===== config.mk =====
export PLATFORM = sky130hd
export DESIGN_NAME = hazard_ctrl
export DESIGN_NICKNAME = d
export VERILOG_FILES = /design/src/rtl/hazard_ctrl.sv
export SDC_FILE = /design/constraint.sdc
export NUM_CORES = 1
export LEC_CHECK = 0
export BUFFER_PORTS_ARGS = -buffer_cell sky130_fd_sc_hd__buf_2
export CORE_MARGIN = 2
export CORE_UTILIZATION = 42
export DETAILED_ROUTE_END_ITERATION = 6
export HOLD_SLACK_MARGIN = 0.08
export PLACE_DENSITY = 0.74
export SLEW_MARGIN = 20
export SYNTH_ARGS = -nofsm -noshare
export SYNTH_HDL_FRONTEND = slang
export SYNTH_SLANG_ARGS = --single-unit

===== constraint.sdc =====
create_clock -name i_clk -period 2.3 [get_ports i_clk]
set_clock_uncertainty 0.15 [all_clocks]
set_input_delay 0.115 -clock i_clk [delete_from_list [all_inputs] [get_ports i_clk]]
set_output_delay 0.115 -clock i_clk [all_outputs]
set_load 0.02 [all_outputs]

===== src/rtl/hazard_ctrl.sv =====
// Pipeline hazard control: stall/flush for load-use, taken branch, multi-cycle MDU and data-memory waits.
// Zero latency: outputs are combinational from FSM/countdown and current inputs; a memory wait freezes everything.
module hazard_ctrl #(
   parameter int MDU_LAT = 4,
   parameter int CNT_W   = 16
) (
   input  logic             i_clk,
   input  logic             i_reset,
   input  logic [4:0]       i_id_rs1,
   input  logic [4:0]       i_id_rs2,
   input  logic             i_id_uses_rs1,
   input  logic             i_id_uses_rs2,
   input  logic             i_ex_valid,
   input  logic             i_ex_mem_read,
   input  logic [4:0]       i_ex_rd,
   input  logic             i_ex_mdu_start,
   input  logic             i_ex_branch_taken,
   input  logic             i_mem_req,
   input  logic             i_mem_ready,
   output logic             o_pc_stall,
   output logic             o_if_id_stall,
   output logic             o_if_id_flush,
   output logic             o_id_ex_stall,
   output logic             o_id_ex_flush,
   output logic             o_ex_mem_stall,
   output logic             o_ex_mem_flush,
   output logic             o_mdu_busy,
   output logic [CNT_W-1:0] o_stall_cycles
);

   typedef enum logic {ST_RUN, ST_MDU_BUSY} state_t;

   localparam logic [3:0]       MDU_INIT = 4'(MDU_LAT - 2);
   localparam logic [CNT_W-1:0] CNT_MAX  = '1;
   localparam logic [CNT_W-1:0] CNT_ONE  = {{(CNT_W-1){1'b0}}, 1'b1};

   state_t           r_state;
   logic [3:0]       r_mdu_cnt;
   logic [CNT_W-1:0] r_stall_cycles;

   logic w_mem_wait;
   logic w_in_run;
   logic w_mdu_stall;
   logic w_branch;
   logic w_rs1_hit;
   logic w_rs2_hit;
   logic w_load_use;
   logic w_pc_stall;

   assign w_mem_wait  = i_mem_req & ~i_mem_ready;
   assign w_in_run    = (r_state == ST_RUN);

   // The final MDU_BUSY cycle (count 0) releases the pipeline so the result can advance.
   assign w_mdu_stall = ~w_mem_wait &
                        ((w_in_run & i_ex_mdu_start) |
                         (~w_in_run & (r_mdu_cnt != 4'd0)));

   assign w_branch    = ~w_mem_wait & w_in_run & ~i_ex_mdu_start & i_ex_branch_taken;

   assign w_rs1_hit   = i_id_uses_rs1 & (i_id_rs1 == i_ex_rd);
   assign w_rs2_hit   = i_id_uses_rs2 & (i_id_rs2 == i_ex_rd);
   assign w_load_use  = ~w_mem_wait & w_in_run & ~i_ex_mdu_start & ~i_ex_branch_taken &
                        i_ex_valid & i_ex_mem_read & (i_ex_rd != 5'd0) &
                        (w_rs1_hit | w_rs2_hit);

   assign w_pc_stall  = w_mem_wait | w_mdu_stall | w_load_use;

   assign o_pc_stall     = ~i_reset & w_pc_stall;
   assign o_if_id_stall  = ~i_reset & w_pc_stall;
   assign o_if_id_flush  = ~i_reset & w_branch;
   assign o_id_ex_stall  = ~i_reset & (w_mem_wait | w_mdu_stall);
   assign o_id_ex_flush  = ~i_reset & (w_branch | w_load_use);
   assign o_ex_mem_stall = ~i_reset & w_mem_wait;
   assign o_ex_mem_flush = ~i_reset & w_mdu_stall;
   assign o_mdu_busy     = ~i_reset & ~w_in_run;
   assign o_stall_cycles = i_reset ? '0 : r_stall_cycles;

   always_ff @(posedge i_clk) begin
      if (i_reset) begin
         r_state        <= ST_RUN;
         r_mdu_cnt      <= 4'd0;
         r_stall_cycles <= '0;
      end else begin
         if (!w_mem_wait) begin
            case (r_state)
               ST_RUN: begin
                  if (i_ex_mdu_start) begin
                     r_state   <= ST_MDU_BUSY;
                     r_mdu_cnt <= MDU_INIT;
                  end
               end
               ST_MDU_BUSY: begin
                  if (r_mdu_cnt != 4'd0) begin
                     r_mdu_cnt <= r_mdu_cnt - 4'd1;
                  end else begin
                     r_state <= ST_RUN;
                  end
               end
               default: r_state <= ST_RUN;
            endcase
         end
         if (w_pc_stall && (r_stall_cycles != CNT_MAX)) begin
            r_stall_cycles <= r_stall_cycles + CNT_ONE;
         end
      end
   end

   a_if_id_excl: assert property (@(posedge i_clk) !(o_if_id_stall && o_if_id_flush));
   a_id_ex_excl: assert property (@(posedge i_clk) !(o_id_ex_stall && o_id_ex_flush));
   a_ex_mem_excl: assert property (@(posedge i_clk) !(o_ex_mem_stall && o_ex_mem_flush));

endmodule


==> impl_metrics.env, run 1 <==
export IMPL_status="completed"
export IMPL_fmax_mhz=445
export IMPL_cts_tree="done"
export IMPL_layout_drive_gt1_share_pct=37.7
export IMPL_p_per_area_nw_per_um2=450
export IMPL_drcViolationCount=0
export IMPL_power_frac_seq_pct=47.9
export IMPL_die_height_um=60.9
export IMPL_syn_num_nets=199
export IMPL_cts_max_level=1
export IMPL_route_met3_wl_um=116
export IMPL_crit_path_max_fanout=6
export IMPL_rsz0062_at_grt="true"
export IMPL_place_inst=278
export IMPL_core_area_um2=3080
export IMPL_wl_per_cell_um=11.3
export IMPL_die_area_um2=3710
export IMPL_firstDrtPassIters=4
export IMPL_rrSetupSlack_ns=0.05
export IMPL_slew_headroom_pct=55.1
export IMPL_p_leak_nw=0.845
export IMPL_syn_area_per_cell_um2=7.91
export IMPL_swShare_pct=31.3
export IMPL_path_cells="or2_4, or4_4, nor2_2, a21boi_2, buf_4, or3_1, a21oi_1"
export IMPL_r2r_worst_path_cells=7
export IMPL_hold_viol=0
export IMPL_cp_data_arrival_time_ns=2.33
export IMPL_root_buffer="clkbuf_4"
export IMPL_tightest_slew_ns=0.674
export IMPL_synthArstFlopShare_pct=0
export IMPL_synth_top_area_share_pct=30.9
export IMPL_crit_required_ns=2.38
export IMPL_seq_area_frac_synth_pct=30.9
export IMPL_grt_use_total_pct=18.8
export IMPL_grt_pass1_vias=1351
export IMPL_hpwl_um=2450
export IMPL_crit_start="r_state"
export IMPL_synth_edff_count=0
export IMPL_ys_flop_type="dfxtp_1"
export IMPL_place_area_um2=1770
export IMPL_start_util_pct=44.2
export IMPL_wl_met1_um=1480
export IMPL_fin_crit_ns=2.25
export IMPL_ant_nets=0
export IMPL_ir_drop_v=0.000432
export IMPL_rows=20
export IMPL_min_path_cells=4
export IMPL_max_cap_viol_count=0
export IMPL_p_int_mw=0.565
export IMPL_grt_pass1_wl_um=5390
export IMPL_post_route_util_pct=59.3
export IMPL_setup_viol=0
export IMPL_diodes=0
export IMPL_netlist_top_cells_count="nor2_1 (23), dfxtp_1 (21), nor2b_1 (19)"
export IMPL_clock_sinks=21
export IMPL_area_growth_pct=34.0
export IMPL_clkPwrFrac_pct=22.3
export IMPL_hold_path_startpoint="i_mem_ready"
export IMPL_port_buffers=48
export IMPL_ys_ff_latch=21
export IMPL_drt_first_iter_violations=59
export IMPL_fin_area_um2=1820
export IMPL_grt_remaining_overflow=0
export IMPL_worstSetupEndpointType="register"
export IMPL_crit_family="simple AND/OR/NAND/NOR gates"
export IMPL_vias_per_cell=5.09
export IMPL_clkLatencyLatePin_ns=0.31
export IMPL_dieWidth_um=60.9
export IMPL_yosys_cell_count_top_type="nor2_1"
export IMPL_vias=1441
export IMPL_ys_types=38
export IMPL_r2r_end="r_stall_cycles[11]"
export IMPL_post_route_period_util_pct=97.7
export IMPL_grt_antenna_before_repair=0
export IMPL_synth_area_leaders="dfxtp_1 (31%), nor2b_1 (8.7%), xnor2_1 (7.1%)"
export IMPL_gp_congestion=0.797
export IMPL_holdPathEnd="r_state"
export IMPL_max_clock_path_buffers=2
export IMPL_clkTransAtPathRegs_ns=0.12
export IMPL_hp_class="in -> reg"
export IMPL_routed_wirelength_um=3190
export IMPL_ys_warn_count=0
export IMPL_r2r_start="r_state"
export IMPL_top_layer="met4"
export IMPL_cp_slowest_cell="or4_4"
export IMPL_wl_met2_um=1580
export IMPL_numCtsBuffers=3
export IMPL_nNetsFinal=267
export IMPL_num_io_pins=49
export IMPL_comb_power_share_pct=29.7
export IMPL_synthesis_area_um2=1360
export IMPL_yosys_area_top_type="dfxtp_1"
export IMPL_grt_max_degree=42
export IMPL_path_class="reg -> reg"
export IMPL_netlist_instances=172
export IMPL_worst_path_buf_inv=1
export IMPL_slew_violations=0
export IMPL_p_sw_mw=0.257
export IMPL_fin_cells=283
export IMPL_max_stage_delay_ns=0.49
export IMPL_cp_start_kind="register"
## layout make-up
type,instances,area [µm²]
Multi-Input combinational cell,141,906
Tap cell,44,55.1
Sequential cell,21,420
Clock inverter,1,5.00
Inverter,4,15.0
Timing Repair Buffer,69,400
Clock buffer,3,22.5
Fill cell,305,1250
## layout by cell type, fill, tap and decap left out, drive strengths merged, types with 2 or more instances in the layout
master | netlist | final
nand3 | 5 | 5
a21oi | 8 | 8
nor4 | 2 | 2
a21o | 2 | 2
ha | 2 | 2
or3 | 2 | 2
dfxtp | 21 | 21
and4 | 2 | 2
buf | 2 | 68
xnor2 | 11 | 11
mux2 | 7 | 7
nor2b | 19 | 19
nand4 | 9 | 9
inv | 4 | 4
nor3 | 6 | 6
nand2 | 15 | 15
o21ai | 7 | 7
or4 | 6 | 6
clkbuf | 4 | 3
nor2 | 23 | 23
## kinds of logic after synthesis
kind of cell             share of synthesized area [%]
AND/OR/NAND/NOR                                   38.9
AO/OA/AOI/OAI                                     11.2
flip-flops                                        30.9
XOR/XNOR                                          7.08
buffers and inverters                             3.58
multiplexers                                      6.53
adder cells (fa/ha/maj)                           1.84
## tightest hold or removal path, cell delays in order
cell and delay [ns]:
buf_2 0.09, nor2b_1 0.05, buf_4 0.14, a21o_1 0.14
## state kept, by name, indices dropped and copies added (netlist names)
register	count
r_mdu_cnt	4
r_stall_cycles	16
r_state	1
## timing repair
action / in CTS / in global routing
buffers inserted: 0 / 0
hold buffers: 1 / 0
hold endpoints to repair: 1 / 0
resized for setup: 2 / 2
setup endpoints to repair: 2 / 7
## worst max-delay path by stage
stage / end / slack [ns] / depth (start not counted)
6_report: r_stall_cycles[11] / 0.05 / 7
5_1_grt: o_if_id_stall / -0.04 / 6
4_1_cts: o_if_id_stall / 0.03 / 6
3_5_place_dp: r_stall_cycles[10] / 0.02 / 6
3_3_place_gp: r_stall_cycles[10] / 0.04 / 6
2_1_floorplan: r_stall_cycles[10] / 0.04 / 7
## power by group through the flow
stage	sequential (mW)	clock [mW]	combinational (mW)
after floorplan	0.405	0	0.145
after global placement	0.401	0	0.238
after detailed placement	0.401	0	0.241
after CTS	0.393	0.190	0.245
after global routing	0.396	0.213	0.271
final	0.394	0.184	0.244
## metal layers
layer | up-vias | GRT usage [%]
met5 | - | 0
met4 | 0 | 4.35
met3 | 2 | 4.05
met2 | 27 | 32.9
met1 | 664 | 23.5
li1 | 748 | -
## per-stage QoR
stage          setup TNS (ns)  setup slack [ns]  hold WS (ns)  total power [mW]
6_report                    0            0.0518         0.108             0.822
5_1_grt                -0.159           -0.0424        0.0993             0.880
4_1_cts                     0            0.0330        0.0949             0.828
3_5_place_dp                0            0.0201         0.331             0.642
3_3_place_gp                0            0.0373         0.329             0.639
2_1_floorplan               0            0.0425         0.136             0.550
(Power assumes the default switching activity.)
==> inputs of run 2 (changes only) <==
Settings changed: RECOVER_POWER set to 25.
==> run 2 against run 1 <==
Final area decreased by 0.55%; critical path depth unchanged; worst hold slack about the same; sequential power about the same; first-iteration DRC count unchanged; wire length increased by 0.16%; via count unchanged; clock-buffer cell count unchanged; clock power about the same; total power about the same; setup slack about the same.
==> impl_metrics.env, run 2 (same netlist as run 1, synthesis figures left out) <==
export IMPL_routed_wirelength_um=3200
export IMPL_cts_tree="done"
export IMPL_grt_max_degree=42
export IMPL_layout_drive_gt1_share_pct=34.3
export IMPL_regMostFlops="r_stall_cycles"
export IMPL_p_int_mw=0.564
export IMPL_root_buffer="clkbuf_4"
export IMPL_p_leak_nw=0.810
export IMPL_clock_sinks=21
export IMPL_n_fill_cell=312
export IMPL_postCtsSetupRepairBufs=0
export IMPL_slew_headroom_pct=55.2
export IMPL_crit_required_ns=2.38
export IMPL_final_common_cell="buf_2"
export IMPL_drcViolationCount=0
export IMPL_hpwl_um=2450
export IMPL_status="completed"
export IMPL_most_common_layout_cells="buf_2 (40), nor2_1 (21), dfxtp_1 (21)"
export IMPL_grt_pass1_vias=1351
export IMPL_core_area_um2=3080
export IMPL_rrSetupSlack_ns=0.05
export IMPL_multiInputGateArea_um2=906
export IMPL_largest_register_ffs=16
export IMPL_start_util_pct=44.2
export IMPL_die_height_um=60.9
export IMPL_grt_antenna_before_repair=0
export IMPL_numCtsBuffers=3
export IMPL_cp_start_kind="register"
export IMPL_clkPwrFrac_pct=22.3
export IMPL_clkLatencyLatePin_ns=0.31
export IMPL_slew_violations=0
export IMPL_p_sw_mw=0.257
export IMPL_cp_data_arrival_time_ns=2.33
export IMPL_path_cells="or2_4, or4_4, nor2_2, a21boi_2, buf_4, or3_1, a21oi_1"
export IMPL_top_regs="r_stall_cycles: 16 flops, r_mdu_cnt: 4 flops, r_state: 1 flops"
export IMPL_setup_viol=0
export IMPL_grt_use_total_pct=18.8
export IMPL_hp_class="in -> reg"
export IMPL_grt_pass1_wl_um=5390
export IMPL_worstSetupEndpointType="register"
export IMPL_fin_setup_tns_ns=0
export IMPL_grt_remaining_overflow=0
export IMPL_power_frac_seq_pct=47.9
export IMPL_firstDrtPassIters=4
export IMPL_min_path_cells=4
export IMPL_post_route_period_util_pct=97.7
export IMPL_hold_path_startpoint="i_mem_ready"
export IMPL_ant_nets=0
export IMPL_tightest_slew_ns=0.671
export IMPL_max_clock_path_buffers=2
export IMPL_path_class="reg -> reg"
export IMPL_port_buffers=48
export IMPL_crit_path_max_fanout=6
export IMPL_gp_congestion=0.797
export IMPL_swShare_pct=31.3
export IMPL_rows=20
export IMPL_comb_power_share_pct=29.7
export IMPL_r2r_start="r_state"
export IMPL_cts_max_level=1
export IMPL_die_area_um2=3710
export IMPL_diodes=0
export IMPL_drt_first_iter_violations=59
export IMPL_power_mw=0.821
export IMPL_vias_per_cell=5.09
export IMPL_nNetsFinal=267
export IMPL_vias=1441
export IMPL_dieWidth_um=60.9
export IMPL_area_growth_pct=33.3
export IMPL_holdPathEnd="r_state"
export IMPL_ir_drop_v=0.000432
export IMPL_rsz0062_at_grt="true"
export IMPL_final_seq_area_um2=420
export IMPL_fin_crit_ns=2.25
export IMPL_fmax_mhz=445
export IMPL_clkTransAtPathRegs_ns=0.12
export IMPL_max_cap_viol_count=0
export IMPL_r2r_end="r_stall_cycles[11]"
export IMPL_wl_per_cell_um=11.3
export IMPL_hold_viol=0
export IMPL_p_per_area_nw_per_um2=453
export IMPL_cp_slowest_cell="or4_4"
export IMPL_max_stage_delay_ns=0.49
export IMPL_num_io_pins=49
export IMPL_r2r_worst_path_cells=7
==> run 2: power groups by stage <==
stage	sequential [mW]	clock, mW	combinational (mW)
after floorplan	0.405	0	0.145
after global placement	0.401	0	0.238
after detailed placement	0.401	0	0.241
after CTS	0.393	0.190	0.245
after global routing	0.396	0.213	0.271
final	0.394	0.183	0.244
==> run 2: worst max-delay path by stage <==
stage | from | to | slack, ns
after detailed placement | r_state | r_stall_cycles[10] | 0.02
after floorplan | r_state | r_stall_cycles[10] | 0.04
after global placement | r_state | r_stall_cycles[10] | 0.04
final | r_state | r_stall_cycles[11] | 0.05
after CTS | r_state | o_if_id_stall | 0.03
after global routing | r_state | o_if_id_stall | -0.04
==> run 2: repair_timing <==
action	in CTS	in global routing
setup endpoints to repair	2	7
gates resized for setup	2	2
hold endpoints to repair	1	0
hold buffers	1	0
==> run 2: layer usage <==
layer	vias to the layer above	share of wire [%]	GRT usage [%]
met4	0	0.41	4.35
met5	-	0	0
met3	2	3.8	4.05
met2	27	49	32.9
li1	747	-	-
met1	665	46	23.5
==> run 2: stage by stage <==
stage	instance area (µm²)	utilization (%)	instances	setup slack [ns]	hold WS [ns]
3_3_place_gp	1770	57.6	278	0.0373	0.329
4_1_cts	1820	59.0	283	0.0330	0.0949
2_1_floorplan	1360	-	172	0.0425	0.136
3_5_place_dp	1770	57.6	278	0.0201	0.331
6_report	1810	58.9	283	0.0518	0.109
5_1_grt	1810	58.9	283	-0.0424	0.0993
==> run 2: area by class of cell <==
| type | instances | share of cell area (%) |
|---|---|---|
| Multi-Input combinational cell | 141 | 49.9 |
| Sequential cell | 21 | 23.2 |
| Timing Repair Buffer | 69 | 21.5 |
| Tap cell | 44 | 3.03 |
| Clock buffer | 3 | 1.24 |
| Inverter | 4 | 0.828 |
| Clock inverter | 1 | 0.276 |
==> run 2: critical path, delay by kind of cell (launching register included) <==
kind / cells / cell delay (ns)
simple gates: 4 / 1.23
flops: 1 / 0.33
compound gates: 2 / 0.29
buf+inv: 1 / 0.18
